==> src/rtl/led_pulse_stretch.sv <==
// -----------------------------------------------------------------------------
// led_pulse_stretch
//
// Turns single-clock event pulses and level/blink requests from the core into
// human-visible LED drive. A shared prescaler makes a slow tick. Each channel
// keeps its LED lit for hold_ticks ticks after a pulse. Every new pulse reloads
// the hold instead of adding to it.
//
// Optional feature macro: LED_PWM_EN
//   When defined, the block adds the brightness port and a free-running PWM
//   counter. The LEDs are then dimmed by the shared duty. busy_out is not dimmed.
//
// Ports
//   clock       in   1         system clock
//   reset       in   1         asynchronous, active-high; clears all state
//   pulse_in    in   num       1-clock event pulses, one per channel
//   level_in    in   num       LED forced on while 1
//   blink_in    in   num       LED follows the blink phase while 1
//   brightness  in   pwm_bits  shared LED duty (only with LED_PWM_EN)
//   leds_out    out  num       registered LED drive
//   busy_out    out  num       registered; 1 while the channel hold is nonzero
// -----------------------------------------------------------------------------
module led_pulse_stretch #(
  parameter int num           = 8,
  parameter int prescale_bits = 20,
  parameter int hold_ticks    = 3,
  parameter int pwm_bits      = 4
) (
  input  logic                clock,
  input  logic                reset,
  input  logic [num-1:0]      pulse_in,
  input  logic [num-1:0]      level_in,
  input  logic [num-1:0]      blink_in,
`ifdef LED_PWM_EN
  input  logic [pwm_bits-1:0] brightness,
`endif
  output logic [num-1:0]      leds_out,
  output logic [num-1:0]      busy_out
);

  localparam logic [7:0]               hold_load = 8'(hold_ticks);
  localparam logic [prescale_bits-1:0] pre_one   = {{(prescale_bits-1){1'b0}}, 1'b1};

  logic [prescale_bits-1:0] prescale_r;
  logic                     tick_s;
  logic                     blink_phase_r;
  logic                     blink_phase_next_s;
  logic [7:0]               hold_r      [num];
  logic [7:0]               hold_next_s [num];
  logic [num-1:0]           busy_next_s;
  logic [num-1:0]           on_next_s;
  logic [num-1:0]           leds_next_s;

  // Tick fires in the single cycle where the prescaler is all ones; blink phase flips on it.
  always_comb begin
    tick_s             = &prescale_r;
    blink_phase_next_s = blink_phase_r ^ tick_s;
  end

  // Per-channel hold next state: a pulse reloads (and beats a coincident tick),
  // a tick counts a nonzero hold down, otherwise the hold is kept.
  always_comb begin
    for (int i = 0; i < num; i++) begin
      hold_next_s[i] = hold_r[i];
      if (pulse_in[i]) begin
        hold_next_s[i] = hold_load;
      end else if (tick_s && (hold_r[i] != 8'd0)) begin
        hold_next_s[i] = hold_r[i] - 8'd1;
      end else begin
        hold_next_s[i] = hold_r[i];
      end
    end
  end

  // LED request per channel, computed from next-state values so outputs track with one edge latency.
  always_comb begin
    busy_next_s = '0;
    on_next_s   = '0;
    for (int i = 0; i < num; i++) begin
      busy_next_s[i] = (hold_next_s[i] != 8'd0);
      on_next_s[i]   = busy_next_s[i] | level_in[i] | (blink_in[i] & blink_phase_next_s);
    end
  end

`ifdef LED_PWM_EN
  localparam logic [pwm_bits-1:0] pwm_one = {{(pwm_bits-1){1'b0}}, 1'b1};

  logic [pwm_bits-1:0] pwm_cnt_r;
  logic [pwm_bits-1:0] pwm_cnt_next_s;
  logic                pwm_on_s;

  // PWM gate: lit while the next counter value is below the duty, so brightness 0 is always dark.
  always_comb begin
    pwm_cnt_next_s = pwm_cnt_r + pwm_one;
    pwm_on_s       = (pwm_cnt_next_s < brightness);
    leds_next_s    = on_next_s & {num{pwm_on_s}};
  end

  // Free-running PWM counter.
  always_ff @(posedge clock or posedge reset) begin
    if (reset) begin
      pwm_cnt_r <= '0;
    end else begin
      pwm_cnt_r <= pwm_cnt_next_s;
    end
  end
`else
  // Without PWM the LED drive is the raw request.
  always_comb begin
    leds_next_s = on_next_s;
  end
`endif

  // State and output registers; reset clears everything immediately, including a hold in progress.
  always_ff @(posedge clock or posedge reset) begin
    if (reset) begin
      prescale_r    <= '0;
      blink_phase_r <= 1'b0;
      leds_out      <= '0;
      busy_out      <= '0;
      for (int i = 0; i < num; i++) begin
        hold_r[i] <= 8'd0;
      end
    end else begin
      prescale_r    <= prescale_r + pre_one;
      blink_phase_r <= blink_phase_next_s;
      leds_out      <= leds_next_s;
      busy_out      <= busy_next_s;
      for (int i = 0; i < num; i++) begin
        hold_r[i] <= hold_next_s[i];
      end
    end
  end

endmodule
==> config.mk <==
export PLATFORM = sky130hd
export DESIGN_NAME = led_pulse_stretch
export DESIGN_NICKNAME = d
export VERILOG_FILES = /design/src/rtl/led_pulse_stretch.sv
export SDC_FILE = /design/constraint.sdc
export NUM_CORES = 1
export LEC_CHECK = 0
export CAP_MARGIN = 15
export CORE_MARGIN = 4
export CORE_UTILIZATION = 23
export CTS_BUF_LIST = sky130_fd_sc_hd__clkbuf_4 sky130_fd_sc_hd__clkbuf_8
export CTS_CLUSTER_DIAMETER = 150
export DETAILED_ROUTE_END_ITERATION = 8
export PLACE_DENSITY = 0.39
export SETUP_SLACK_MARGIN = 0.3
export SYNTH_ARGS = -nofsm -noshare
export SYNTH_HDL_FRONTEND = slang
export SYNTH_SLANG_ARGS = --single-unit
==> constraint.sdc <==
create_clock -name clock -period 3.2 [get_ports clock]
set_clock_uncertainty 0.2 [all_clocks]
set_input_delay 0.64 -clock clock [delete_from_list [all_inputs] [get_ports clock]]
set_output_delay 0.64 -clock clock [all_outputs]
set_load 0.03 [all_outputs]
==> metrics.txt, run 1 <==
Max-cap violations=0; GRT Util Overall=10.6%; total chip power=2.27 mW; register area=2530 sq um; multi-input logic area=3260 sq um; RSZ-0062 raised after global routing=yes; Routed WL=14700 um; initial core utilization=23.5%; Syn. warnings=0; share of cells above drive strength 1=18.7%; top-count cell post-synth=dfrtp_1; fin crit share=95.9%; Initial DRC Count=228; TritonCTS clock tree=yes; Req. time, crit path=3.27 ns; status=finished, final reports clean; cts bufs inserted=9; placed cell count=967; drt wl/cell=14.8 um; post-route minimum period=3.07 ns; Leakage Power=2.99 nW; Worst setup EP type=register; CP Max Fanout=20; Worst slew margin=61.2%; Placement Rows=57; Final WS setup=0.130 ns; measured slew at the worst slew-check pin=0.582 ns; HPWL after detailed placement=9650 um; clk buf depth=2; leading area contributor after synthesis=dfrtp_1; synth cell count leaders=101 x dfrtp_1, 76 x nor2_1, 37 x nand2_1, 34 x inv_1, 27 x nor3_1; Routed Antenna Nets=0; pre-CTS WS=0.0387 ns; hold_ws=0.281 ns; f_max=326 MHz; synthesized flop and latch total=101; area delta synth->final=26.7%; Worst setup SP type=register; GP Congestion=0.755; I/O Buffers=41; Nets=706; FILL cells=2536; total negative setup slack=0 ns; Die Ht=166 um; PD cells=311 nW/um^2; vias in the first global route=4764; crit path DAT=3.14 ns; Die ar.=27600 sq um; fin. max-slew vios=0; Async S/R FF share, synth=100%; Synth Cell Area=5750 sq um; DRT Pass-1 Iters=4; grt ovf=0; Setup Crit Path Kind=reg -> reg; Net Count, Synth=645; Inserted Diodes=0; share of the synthesized area in the top cell type=44.0%; I/O pin count=42; Synth cell types=61; top cells by area, synth=dfrtp_1 44%, nor2_1 5.0%, ha_1 3.7%; initial antenna violation count=0; Post-synth EDFFs=0; DR vias/cell=4.72; insertion delay to the later sink of the worst-skew pair=0.38 ns; CTS Sinks=101; CTS H-Tree Depth=3; register area share after synthesis=44.0%; first-pass GRT wire length=24200 um; overall die width=166 um; vias=4679; Setup violations, final=0; largest net degree at the start of global routing=102; Root Driver=clkbuf_8; Mean Syn Cell Area=9.55 sq um; Hold WC Path Type=reg -> reg; Peak supply drop=0.166 mV; core area=24500 sq um; clock transition at the registers of the reported paths=0.10 ns; Top FF cell, synth=dfrtp_1; final non-filler cell total=992; Post-Synthesis Cells=602; final hold viol count=0; DRC=0
==> timing repair <==
item,CTS,global route
resized for setup,16,26
setup buffers,7,1
gates cloned,1,0
hold buffers,0,0
endpoints found under the hold margin,0,0
endpoints found under the setup margin,16,15
pin swaps,1,2
==> where the power goes <==
| part | switching (mW) | internal, mW | total, mW | leakage (nW) |
|---|---|---|---|---|
| logic | 0.0568 | 0.0405 | 0.0973 | 1.65 |
| registers | 0.00000000000000133 | 1.28 | 1.28 | 1.23 |
| clock network | 0.482 | 0.413 | 0.895 | 0.107 |
==> metal layers <==
layer	global-route usage [%]	share of wire (%)
met1	14.1	47
met4	3.69	1.7
met3	2.05	3.2
met2	17.4	48
met5	0	0
==> worst max-delay path, stage by stage (launching register included) <==
cell and delay (ns):
dfrtp_1 0.41, nand3_2 0.12, or4_4 0.62, buf_12 0.21
or4_1 0.52, and4_4 0.21, a2111oi_4 0.29, or3b_1 0.38
==> path summary, 6_finish.rpt <==
path,start,to,slack [ns],cells past startpoint
min in group asynchronous,reset,hold_r[51]$_DFF_PP0_,0.56,3
worst min-delay path,prescale_r[19]$_DFF_PP0_,prescale_r[19]$_DFF_PP0_,0.28,1
max in group asynchronous,reset,busy_out[3]$_DFF_PP0_,1.80,3
worst min register to register,prescale_r[19]$_DFF_PP0_,prescale_r[19]$_DFF_PP0_,0.28,1
worst max register to register,prescale_r[5]$_DFF_PP0_,leds_out[5]$_DFF_PP0_,0.13,7
worst max-delay path,prescale_r[5]$_DFF_PP0_,leds_out[5]$_DFF_PP0_,0.13,7
==> kinds of logic (layout without fill, tap and decap cells) <==
| family | count (synthesis) | in the layout | synth area share [%] |
|---|---|---|---|
| buffers and inverters | 61 | 127 | 4.37 |
| XOR/XNOR | 43 | 43 | 6.55 |
| flip-flops | 101 | 101 | 44.0 |
| adder cells (fa/ha/maj) | 17 | 17 | 3.70 |
| AND/OR/NAND/NOR | 294 | 294 | 28.5 |
| AO/OA/AOI/OAI | 58 | 58 | 7.68 |
| multiplexers | 28 | 28 | 5.24 |
==> layout by cell type (no fill, tap or decap), types with 9 or more instances in the layout <==
master,n
mux2i_1,11
a21oi_1,15
nand2_1,37
nor2b_1,21
nand4_1,11
clkdlybuf4s50_1,41
nor4_2,12
inv_1,33
or3_1,9
dfrtp_1,101
nor3_1,24
ha_1,15
buf_4,32
nor4_1,11
xor2_1,19
nand3_1,19
nor2_1,76
mux2_2,15
xnor2_1,23
o21ai_0,9
clkbuf_8,11
==> cell type report <==
type	instances	share of cell area, %
clock inverter	5	0.876
timing repair buffer	77	10.2
clock buffer	11	2.08
multi-input combinational	440	44.8
inverter	34	1.80
sequential	101	34.7
tap	324	5.56
==> through the flow <==
stage	area (sq um)	util (%)
2_1_floorplan	5780	-
3_3_place_gp	6730	27.5
3_5_place_dp	6730	27.5
4_1_cts	7120	29.1
5_1_grt	7290	29.8
6_report	7290	29.8
==> state kept, by name (all words and copies together), names as in the netlist <==
name and cells:
prescale_r 20, busy_out 8, leds_out 8, hold_r 64, blink_phase_r 1
Note: power is estimated with default switching activity, not from simulation.
==> run 2, diff against run 1 <==
--- a/config.mk
+++ b/config.mk
@@ -6,12 +6,14 @@
 export NUM_CORES = 1
 export LEC_CHECK = 0
 export CAP_MARGIN = 15
+export CELL_PAD_IN_SITES_DETAIL_PLACEMENT = 0
+export CELL_PAD_IN_SITES_GLOBAL_PLACEMENT = 1
 export CORE_MARGIN = 4
 export CORE_UTILIZATION = 23
 export CTS_BUF_LIST = sky130_fd_sc_hd__clkbuf_4 sky130_fd_sc_hd__clkbuf_8
 export CTS_CLUSTER_DIAMETER = 150
 export DETAILED_ROUTE_END_ITERATION = 8
-export PLACE_DENSITY = 0.39
+export PLACE_DENSITY = 0.46
 export SETUP_SLACK_MARGIN = 0.3
 export SYNTH_ARGS = -nofsm -noshare
 export SYNTH_HDL_FRONTEND = slang
==> metrics.txt, run 2 (same netlist as run 1, synthesis figures left out) <==
Nets=722 (+2.3%); Setup Crit Path Kind=reg -> reg; HPWL after detailed placement=9910 um (+2.7%); largest net degree at the start of global routing=102 (unchanged); core area=24500 sq um (unchanged); CTS H-Tree Depth=3 (unchanged); most common cell after layout, fill and taps aside=dfrtp_1; number of hold buffers added after cts=0 (unchanged); initial core utilization=23.5% (unchanged); Hold Path Depth=1 (unchanged); reg2reg start=prescale_r[0]$_DFF_PP0_; CP Max Fanout=4 (-80%); crit path DAT=3.10 ns (-0.04 ns); share of cells above drive strength 1=21.1% (+2.3 points); GP Congestion=0.801 (+6.1%); total chip power=2.23 mW (-1.9%); CTS Sinks=101 (unchanged); measured slew at the worst slew-check pin=0.588 ns (+0.00628 ns); GRT Util Overall=10.6% (+0.021 points); Die Ht=166 um (unchanged); cts bufs inserted=9 (unchanged); register area=2530 sq um (about the same); fin. max-slew vios=0 (unchanged); FF-to-FF End=leds_out[1]$_DFF_PP0_; Hold WC Path Type=reg -> reg; hold_ws=0.283 ns (+0.00261 ns); biggest regs=hold_r: 64 flops, prescale_r: 20 flops; Inserted Diodes=0 (unchanged); DR vias/cell=4.63 (-1.9%); met3 WL=426 um (-8.0%); Final WS setup=0.158 ns (+0.0277 ns); grt ovf=0 (unchanged); Die ar.=27600 sq um (unchanged); Met1 Routed Length=6930 um (+0.23%); Most flops, register=hold_r; vias in the first global route=4774 (+0.21%); overall die width=166 um (unchanged); fin crit share=95.1% (-0.87 points); f_max=329 MHz (+0.91%); final non-filler cell total=1008 (+1.6%); beginning of the critical path=prescale_r[0]$_DFF_PP0_; Worst setup SP type=register; DRT Pass-1 Iters=4 (unchanged); most frequent cells in the layout=100 x dfrtp_1, 76 x nor2_1, 48 x buf_4; Root Driver=clkbuf_8; RSZ-0062 raised after global routing=yes; final hold viol count=0 (unchanged); Max-cap violations=0 (unchanged); Placement Rows=57 (unchanged); Worst slew margin=60.8% (-0.42 points); hold endpoint=prescale_r[19]$_DFF_PP0_; I/O Buffers=41 (unchanged); Worst setup EP type=register; FILL cells=2536 (unchanged); Routed Antenna Nets=0 (unchanged); total negative setup slack=0 ns (unchanged); I/O pin count=42 (unchanged); Setup violations, final=0 (unchanged); Peak supply drop=0.195 mV (+18%); pre-CTS WS=0.0443 ns (+0.00565 ns); area delta synth->final=29.7%; PD cells=298 nW/um^2 (-4.1%); Initial DRC Count=162 (-29%); hold_sp=prescale_r[19]$_DFF_PP0_; TritonCTS clock tree=yes; insertion delay to the later sink of the worst-skew pair=0.38 ns (about the same); Routed WL=14700 um (about the same); Req. time, crit path=3.25 ns (-0.02 ns); routed wl met2=7060 um (+0.54%); Leakage Power=3.08 nW (+3.1%); post-route minimum period=3.04 ns (-0.0277 ns); vias=4664 (-0.32%); flop-to-flop setup slack=0.16 ns (+0.03 ns); first-pass GRT wire length=24400 um (+1.1%); DR top layer=met4; status=finished, final reports clean; drt wl/cell=14.5 um (-1.6%); DRC=0 (unchanged); clk buf depth=2 (unchanged); initial antenna violation count=0 (unchanged); multi-input logic area=3350 sq um (+2.7%); placed cell count=972 (+0.52%); worst r2r path cells=7 (unchanged); max reg flops=64 (unchanged); clock transition at the registers of the reported paths=0.10 ns (about the same)
[run 2: repair_timing]
action	CTS	global route
pin swaps	0	8
endpoints found under the setup margin	17	17
gates resized for setup	14	45
setup buffers	5	15
[run 2: layout make-up]
cell class | instances | area share, %
multi-input cells | 440 | 45.0
flip-flops and latches | 101 | 33.9
repair buffers | 93 | 11.3
well taps | 324 | 5.44
clock buffers | 11 | 1.95
inverters | 34 | 1.76
clock inverters | 5 | 0.671
[run 2: stage by stage]
step	cell area, sq um	utilization [%]
final	7460	30.5
after global placement	6750	27.6
after global routing	7460	30.5
after detailed placement	6750	27.6
after CTS	7070	28.9
after floorplan	5780	-
[run 2: report_power, final]
group | switching [mW] | internal (mW)
clock network | 0.464 | 0.388
registers | 0.00000000000000136 | 1.28
logic | 0.0572 | 0.0413
[run 2: worst max-delay path, cell delays in order, from the launching register on]
cell and delay, ns:
dfrtp_1 0.37, ha_2 0.19, nand3_2 0.08, or4_4 0.48
nor4b_4 0.27, mux2_4 0.33, or4_4 0.48, or4b_1 0.52
[run 2: routing by layer]
| layer | up-vias | track usage (%) |
|---|---|---|
| met5 | - | 0 |
| met2 | 76 | 17.5 |
| met4 | 0 | 3.16 |
| met1 | 2284 | 14.1 |
| li1 | 2287 | - |
| met3 | 17 | 2.33 |
[run 2: worst max-delay path by stage]
stage                                  to  slack [ns]  cells after the start
finish              leds_out[1]$_DFF_PP0_        0.16                      7
global route        leds_out[1]$_DFF_PP0_        0.04                      7
CTS                 leds_out[1]$_DFF_PP0_        0.17                      7
detailed placement  busy_out[4]$_DFF_PP0_        0.04                      9
global placement    leds_out[3]$_DFF_PP0_        0.01                      9
floorplan           leds_out[1]$_DFF_PP0_        0.12                      8
==> run 3, diff against run 2 <==
--- a/config.mk
+++ b/config.mk
@@ -15,6 +15,7 @@
 export DETAILED_ROUTE_END_ITERATION = 8
 export PLACE_DENSITY = 0.46
 export SETUP_SLACK_MARGIN = 0.3
+export SKIP_LAST_GASP = 1
 export SYNTH_ARGS = -nofsm -noshare
 export SYNTH_HDL_FRONTEND = slang
 export SYNTH_SLANG_ARGS = --single-unit
==> results of run 3 <==
No change in the layout: final DEF, timing and power equal those of run 2.
